===== src/rtl/guess_feedback_if.sv =====
// Player-side signal bundle for the guess feedback controller.
// The master drives the guess and the buttons, and the slave returns the LED and game status.
interface guess_feedback_if #(
  parameter int DATA_W    = 4,
  parameter int MAX_TRIES = 8
);
  localparam int TRY_W = $clog2(MAX_TRIES + 1);

  logic [DATA_W-1:0] player_guess;
  logic [DATA_W-1:0] bram_data;
  logic              guess_submitted;
  logic              new_game;

  logic              led_correct;
  logic              led_wrong;
  logic              led_higher;
  logic              led_lower;
  logic [TRY_W-1:0]  tries_used;
  logic              game_won;
  logic              game_over;
  logic              busy;

  modport master (
    output player_guess, bram_data, guess_submitted, new_game,
    input  led_correct, led_wrong, led_higher, led_lower,
    input  tries_used, game_won, game_over, busy
  );

  modport slave (
    input  player_guess, bram_data, guess_submitted, new_game,
    output led_correct, led_wrong, led_higher, led_lower,
    output tries_used, game_won, game_over, busy
  );
endinterface


===== src/rtl/guess_feedback_ctrl.sv =====
// Guess feedback controller: it compares each submitted guess with the target and drives the LEDs.
// It also holds wrong-guess indications for a set time and tracks attempts until a new game starts.
//
// state      | meaning
// ST_PLAYING | waiting for a submission
// ST_SHOW    | wrong-guess indication held, submissions ignored
// ST_WON     | correct guess seen, frozen until new_game
// ST_LOST    | attempt limit reached, frozen until new_game
module guess_feedback_ctrl #(
  parameter int DATA_W      = 4,
  parameter int MAX_TRIES   = 8,
  parameter int HOLD_CYCLES = 50000000
) (
  input  logic            clk,
  input  logic            rst,
  guess_feedback_if.slave gf
);
  localparam int TRY_W = $clog2(MAX_TRIES + 1);
  localparam int CNT_W = (HOLD_CYCLES > 1) ? $clog2(HOLD_CYCLES) : 1;
  localparam logic [TRY_W-1:0] TRY_LAST = TRY_W'(MAX_TRIES);
  localparam logic [CNT_W-1:0] CNT_LAST = CNT_W'(HOLD_CYCLES - 1);

  typedef enum logic [1:0] {
    ST_PLAYING = 2'd0,
    ST_SHOW    = 2'd1,
    ST_WON     = 2'd2,
    ST_LOST    = 2'd3
  } state_t;

  state_t            state_q, state_d;
  logic              sub_q;
  logic [CNT_W-1:0]  cnt_q, cnt_d;
  logic [TRY_W-1:0]  tries_q, tries_d;
  logic              led_correct_q, led_correct_d;
  logic              led_wrong_q, led_wrong_d;
  logic              led_higher_q, led_higher_d;
  logic              led_lower_q, led_lower_d;
  logic              game_won_q, game_won_d;
  logic              game_over_q, game_over_d;
  logic              busy_q, busy_d;

  logic [DATA_W-1:0] guess_s;
  logic [DATA_W-1:0] target_s;
  logic              submit_evt;
  logic              guess_eq;
  logic              target_gt;
  logic              target_lt;
  logic              last_try;
  logic              hold_done;

  assign guess_s    = gf.player_guess;
  assign target_s   = gf.bram_data;
  assign submit_evt = gf.guess_submitted & ~sub_q;
  assign guess_eq   = (guess_s == target_s);
  assign target_gt  = (target_s > guess_s);
  assign target_lt  = (target_s < guess_s);
  assign last_try   = ((tries_q + TRY_W'(1)) == TRY_LAST);
  assign hold_done  = (cnt_q == CNT_LAST);

  // The edge detector keeps tracking through new_game, so a press held across it yields no event.
  always_ff @(posedge clk) begin
    if (rst) begin
      state_q       <= ST_PLAYING;
      sub_q         <= 1'b0;
      cnt_q         <= '0;
      tries_q       <= '0;
      led_correct_q <= 1'b0;
      led_wrong_q   <= 1'b0;
      led_higher_q  <= 1'b0;
      led_lower_q   <= 1'b0;
      game_won_q    <= 1'b0;
      game_over_q   <= 1'b0;
      busy_q        <= 1'b0;
    end else begin
      state_q       <= state_d;
      sub_q         <= gf.guess_submitted;
      cnt_q         <= cnt_d;
      tries_q       <= tries_d;
      led_correct_q <= led_correct_d;
      led_wrong_q   <= led_wrong_d;
      led_higher_q  <= led_higher_d;
      led_lower_q   <= led_lower_d;
      game_won_q    <= game_won_d;
      game_over_q   <= game_over_d;
      busy_q        <= busy_d;
    end
  end

  always_comb begin
    state_d = state_q;
    cnt_d   = cnt_q;
    tries_d = tries_q;
    if (gf.new_game) begin
      state_d = ST_PLAYING;
      cnt_d   = '0;
      tries_d = '0;
    end else begin
      unique case (state_q)
        ST_PLAYING: begin
          if (submit_evt) begin
            tries_d = tries_q + TRY_W'(1);
            if (guess_eq) begin
              state_d = ST_WON;
            end else if (last_try) begin
              state_d = ST_LOST;
            end else begin
              state_d = ST_SHOW;
              cnt_d   = '0;
            end
          end
        end
        ST_SHOW: begin
          if (hold_done) begin
            state_d = ST_PLAYING;
          end else begin
            cnt_d = cnt_q + CNT_W'(1);
          end
        end
        default: begin
          state_d = state_q;
        end
      endcase
    end
  end

  // LEDs hold their value unless the current state explicitly changes them.
  always_comb begin
    led_correct_d = led_correct_q;
    led_wrong_d   = led_wrong_q;
    led_higher_d  = led_higher_q;
    led_lower_d   = led_lower_q;
    if (gf.new_game) begin
      led_correct_d = 1'b0;
      led_wrong_d   = 1'b0;
      led_higher_d  = 1'b0;
      led_lower_d   = 1'b0;
    end else begin
      unique case (state_q)
        ST_PLAYING: begin
          led_correct_d = 1'b0;
          led_wrong_d   = 1'b0;
          led_higher_d  = 1'b0;
          led_lower_d   = 1'b0;
          if (submit_evt) begin
            if (guess_eq) begin
              led_correct_d = 1'b1;
            end else begin
              led_wrong_d  = 1'b1;
              led_higher_d = target_gt;
              led_lower_d  = target_lt;
            end
          end
        end
        ST_SHOW: begin
          if (hold_done) begin
            led_correct_d = 1'b0;
            led_wrong_d   = 1'b0;
            led_higher_d  = 1'b0;
            led_lower_d   = 1'b0;
          end
        end
        default: begin
          led_correct_d = led_correct_q;
        end
      endcase
    end
    game_won_d  = (state_d == ST_WON);
    game_over_d = (state_d == ST_WON) || (state_d == ST_LOST);
    busy_d      = (state_d == ST_SHOW);
  end

  assign gf.led_correct = led_correct_q;
  assign gf.led_wrong   = led_wrong_q;
  assign gf.led_higher  = led_higher_q;
  assign gf.led_lower   = led_lower_q;
  assign gf.tries_used  = tries_q;
  assign gf.game_won    = game_won_q;
  assign gf.game_over   = game_over_q;
  assign gf.busy        = busy_q;
endmodule


===== src/flat_wrapper.sv =====
// flat-port wrapper written by rule: the top's interface ports become plain ports
module guess_feedback_ctrl_flat 
#(
  parameter int DATA_W      = 4,
  parameter int MAX_TRIES   = 8,
  parameter int HOLD_CYCLES = 50000000
)
  (clk, rst, gf_player_guess, gf_bram_data, gf_guess_submitted, gf_new_game, gf_led_correct, gf_led_wrong, gf_led_higher, gf_led_lower, gf_tries_used, gf_game_won, gf_game_over, gf_busy);
  guess_feedback_if #(.DATA_W(DATA_W), .MAX_TRIES(MAX_TRIES)) gf_i ();
  input  logic clk;
  input  logic rst;
  input wire logic [$bits(gf_i.player_guess)-1:0] gf_player_guess;
  input wire logic [$bits(gf_i.bram_data)-1:0] gf_bram_data;
  input wire logic [$bits(gf_i.guess_submitted)-1:0] gf_guess_submitted;
  input wire logic [$bits(gf_i.new_game)-1:0] gf_new_game;
  output wire logic [$bits(gf_i.led_correct)-1:0] gf_led_correct;
  output wire logic [$bits(gf_i.led_wrong)-1:0] gf_led_wrong;
  output wire logic [$bits(gf_i.led_higher)-1:0] gf_led_higher;
  output wire logic [$bits(gf_i.led_lower)-1:0] gf_led_lower;
  output wire logic [$bits(gf_i.tries_used)-1:0] gf_tries_used;
  output wire logic [$bits(gf_i.game_won)-1:0] gf_game_won;
  output wire logic [$bits(gf_i.game_over)-1:0] gf_game_over;
  output wire logic [$bits(gf_i.busy)-1:0] gf_busy;
  assign gf_i.player_guess = gf_player_guess;
  assign gf_i.bram_data = gf_bram_data;
  assign gf_i.guess_submitted = gf_guess_submitted;
  assign gf_i.new_game = gf_new_game;
  assign gf_led_correct = gf_i.led_correct;
  assign gf_led_wrong = gf_i.led_wrong;
  assign gf_led_higher = gf_i.led_higher;
  assign gf_led_lower = gf_i.led_lower;
  assign gf_tries_used = gf_i.tries_used;
  assign gf_game_won = gf_i.game_won;
  assign gf_game_over = gf_i.game_over;
  assign gf_busy = gf_i.busy;
  guess_feedback_ctrl #(.DATA_W(DATA_W), .MAX_TRIES(MAX_TRIES), .HOLD_CYCLES(HOLD_CYCLES)) u_core (.clk(clk), .rst(rst), .gf(gf_i));
endmodule

===== config.mk =====
export PLATFORM = sky130hd
export DESIGN_NAME = guess_feedback_ctrl_flat
export DESIGN_NICKNAME = d
export VERILOG_FILES = /design/src/rtl/guess_feedback_if.sv /design/src/rtl/guess_feedback_ctrl.sv /design/src/flat_wrapper.sv
export SDC_FILE = /design/constraint.sdc
export NUM_CORES = 1
export LEC_CHECK = 0
export CORE_UTILIZATION = 55
export CTS_CLUSTER_SIZE = 12
export DETAILED_ROUTE_END_ITERATION = 10
export GPL_TIMING_DRIVEN = 0
export PLACE_DENSITY = 0.8
export SYNTH_ARGS = -nofsm -noshare
export SYNTH_HDL_FRONTEND = slang
export SYNTH_SLANG_ARGS = --single-unit

===== constraint.sdc =====
create_clock -name clk -period 2.5 [get_ports clk]
set_input_delay 0.5 -clock clk [delete_from_list [all_inputs] [get_ports clk]]
set_output_delay 0.5 -clock clk [all_outputs]
set_load 0.05 [all_outputs]

==> flow_summary.toml <==
[critical_path]
ff2ff_setup_slack_ns = 0.26
start_kind = "input port"
cp_slowest_cell = "clkdlybuf4s50_1"
critical_path.max_stage_delay_ns = 0.45
crit_required_ns = 2.82
crit_top_cell = "or3_4"
ff2ff_path_depth = 7
r2r_start = "u_core.cnt_q[12]"
worstPathCellList = "clkdlybuf4s50_1, inv_1, ha_4, nand4_1, nand2_4, or3_4, a2111o_1, or3_4, a21oi_2"
crit_type = "input port to register"
arrival_ns = 2.75
crit_fanout = 4
rr_endpoint = "u_core.cnt_q[10]"
critical_path.endpoint_type = "register"

[yosys]
ys_warn_count = 0
yosys.area_share.adder_pct = 4.40
ys.flop_type = "dfxtp_1"
synth_seq_cells = 40
synth-edff-count = 0
seq_area_frac_synth_pct = 40.2
mappedNetlistArea_um2 = 1990
synthArstFlopShare_pct = 0
synth_mux_area_share_pct = 0
synth_top_family_by_area = "simple AND/OR/NAND/NOR gates"
synth-compound-area-share_pct = 14.7
synthCells = 232
syn-num-nets = 251
synth_xor_area_share_pct = 10.1
synth-simple-area-share_pct = 26.9
avgSynthCellArea_um2 = 8.58
synth_cell_type_count = 40

[flow_run]
cap_violations = 0

[drt]
drt_wl_total_um = 4320
firstDrtPassIters = 4
drcViolationCount = 0
ant_nets = 0
viasPerCell = 5.57
drt_iter0_markers = 81
num_vias = 1737
wl_per_cell_um = 13.8

[global_routing]
antenna_found_initial = 0
grt_util_all_layers_pct = 24.9
grt_pass1_vias = 1711
grt-ovfl-total = 0
grt_max_degree = 14
grt_pass1_wl_um = 7650

[finish]
final_core_util_pct = 71.8
fillCellCount = 261
multi_input_area_um2 = 1180
area.sequential_um2 = 801
antennaDiodeCount = 0
nets = 284
final_layout_size_suffix_gt1_share_pct = 12.4
syn2layout_area_growth_pct = 22.2

[sta]
worstMarginPinSlew_ns = 0.540
layout_setup_ws_ns = 0.0613
max-slew-margin-rel_pct = 63.8
skew_ns = 0.00789
setup-violations-final = 0
grt_setup_unrepaired = "no"
min_period_over_period_pct = 97.5
max_freq_mhz = 410
hold_viol_final = 0
finalMaxSlewViolations = 0
whs_ns = 0.479
setup_tns_ns = 0
min_period_ns = 2.44

[pwr]
leakagePower_nw = 0.787
power_density_nw_per_um2 = 460
peakVddDrop_mv = 0.361
fin_total_pwr_w = 0.00112

[min_path]
holdPathStages = 2
hp-class = "register to register"
hold_start = "u_core.gf.led_wrong"
hold_end = "u_core.gf.led_wrong"

[floorplan]
coreArea_um2 = 3390
dieArea_um2 = 3860
die_y_um = 62.2
start_util_pct = 58.7
core.rowCount = 21
die_w_um = 62.2
pin_count = 23

[placed_design]
dp_hpwl_um = 2880
routabilityCongestion = 0.831
pre_cts_ws_ns = -0.533
portBuffers = 22

[clocking]
path_clk_slew_ns = 0.12
clockBufferDepth = 2
cts_tree = "done"
clock_sinks = 40
cts_hold_buf = 0
numCtsBuffers = 5
cts-htree-levels = 2
insertion_delay_ns = 0.37
cts_root_buf = "clkbuf_4"

[outcome]
status = "complete, no violations"
[synthesized netlist by cell type, drive strengths merged (2+ instances only)]
cell type | number | area share (%)
nand2b | 4 | 1.3
nor4b | 3 | 2.1
ha | 7 | 4.4
or2 | 2 | 0.63
xnor2 | 20 | 8.8
nand2 | 14 | 3.0
xor2 | 3 | 1.3
a211oi | 8 | 3.0
nor2 | 32 | 6.0
or3 | 6 | 2.1
nor2b | 3 | 0.94
nand4 | 8 | 2.5
and4 | 5 | 2.2
o21ai | 5 | 1.3
dfxtp | 40 | 40
inv | 9 | 1.7
nand3 | 14 | 3.5
clkbuf | 8 | 1.5
o31ai | 2 | 0.75
and2 | 2 | 0.63
a21oi | 21 | 5.3
buf | 2 | 0.44
[cell families after synthesis]
group	count (synthesis)
AOI/OAI and AO/OA	45
and+or+nand+nor	98
xor gates and xnor gates	23
DFF	40
buffers and inverters	19
adders and majority gates	7
[timing repair]
| item | 4_1_cts | 5_1_grt |
|---|---|---|
| endpoints found under the setup margin | 26 | 23 |
| buffers inserted | 4 | 0 |
| resized for setup | 3 | 22 |
| cloned | 0 | 0 |
| pin swaps | 5 | 6 |
[where the power goes]
group / internal (W) / switching [W]
combinational: 0.0000593 / 0.0000753
clock: 0.000108 / 0.000228
sequential: 0.000643 / 0.00000656
total: 0.000811 / 0.000310
[flip-flops by register name (all words and copies together) (netlist names)]
register	flops
u_core.gf.led_wrong	1
u_core.cnt_q	26
u_core.gf.game_won	1
u_core.gf.led_correct	1
u_core.gf.led_lower	1
u_core.gf.led_higher	1
u_core.gf.busy	1
u_core.gf.tries_used	4
u_core.sub_q	1
u_core.state_q	2
u_core.gf.game_over	1
[metrics by stage]
stage          std cells  cell area (um^2)
6_report             312              2430
5_1_grt              312              2430
4_1_cts              312              2370
3_5_place_dp         300              2270
3_3_place_gp         300              2270
2_1_floorplan        232              1990
[critical path, delay by kind of cell]
kind	cells	cell delay, ns
compound gates	2	0.52
fa+ha+maj	1	0.21
buf+inv	2	0.51
simple gates	4	1.02
[cell usage in the layout (no fill, tap or decap), types with 4 or more instances in the layout]
| master | Yosys | layout |
|---|---|---|
| xnor2_1 | 20 | 20 |
| or3_1 | 5 | 4 |
| dfxtp_1 | 40 | 40 |
| nor2_1 | 32 | 32 |
| o21ai_0 | 5 | 4 |
| ha_1 | 7 | 4 |
| buf_4 | 0 | 4 |
| nand2_1 | 13 | 13 |
| inv_1 | 9 | 8 |
| clkbuf_4 | 0 | 7 |
| clkdlybuf4s50_1 | 0 | 19 |
| and4_1 | 5 | 5 |
| a21oi_1 | 21 | 20 |
| nand4_1 | 8 | 8 |
| nand3_1 | 14 | 14 |
| nand2b_1 | 4 | 4 |
| a211oi_1 | 8 | 8 |
[how the worst max path moves through the flow]
stage | start | end | slack [ns] | depth (start not counted)
2_1_floorplan | u_core.gf.tries_used[0] | u_core.cnt_q[25] | 0.11 | 6
3_3_place_gp | gf_guess_submitted | u_core.cnt_q[13] | -0.56 | 9
3_5_place_dp | gf_guess_submitted | u_core.cnt_q[25] | -0.53 | 7
4_1_cts | gf_player_guess[2] | u_core.cnt_q[25] | 0.002 | 9
5_1_grt | gf_player_guess[1] | u_core.cnt_q[25] | 0.007 | 9
6_report | gf_player_guess[1] | u_core.cnt_q[25] | 0.06 | 9
[final cells by class]
type / instances / share of cell area [%]
plain buffers: 10 / 2.06
well taps: 46 / 2.37
multi-input cells: 173 / 48.4
flip-flops and latches: 40 / 32.9
repair buffers: 26 / 10.6
inverters: 9 / 1.39
clock buffers: 5 / 1.54
clock inverters: 3 / 0.771
[layer usage]
| metal | GRT usage [%] | up-vias | wire length (um) |
|---|---|---|---|
| met5 | 0 | - | 0 |
| met4 | 8.72 | 0 | 57 |
| met3 | 6.62 | 6 | 142 |
| met2 | 40.4 | 26 | 2030 |
| met1 | 31.7 | 815 | 2090 |
| li1 | - | 890 | - |
Power figures use the tool's default switching activity.
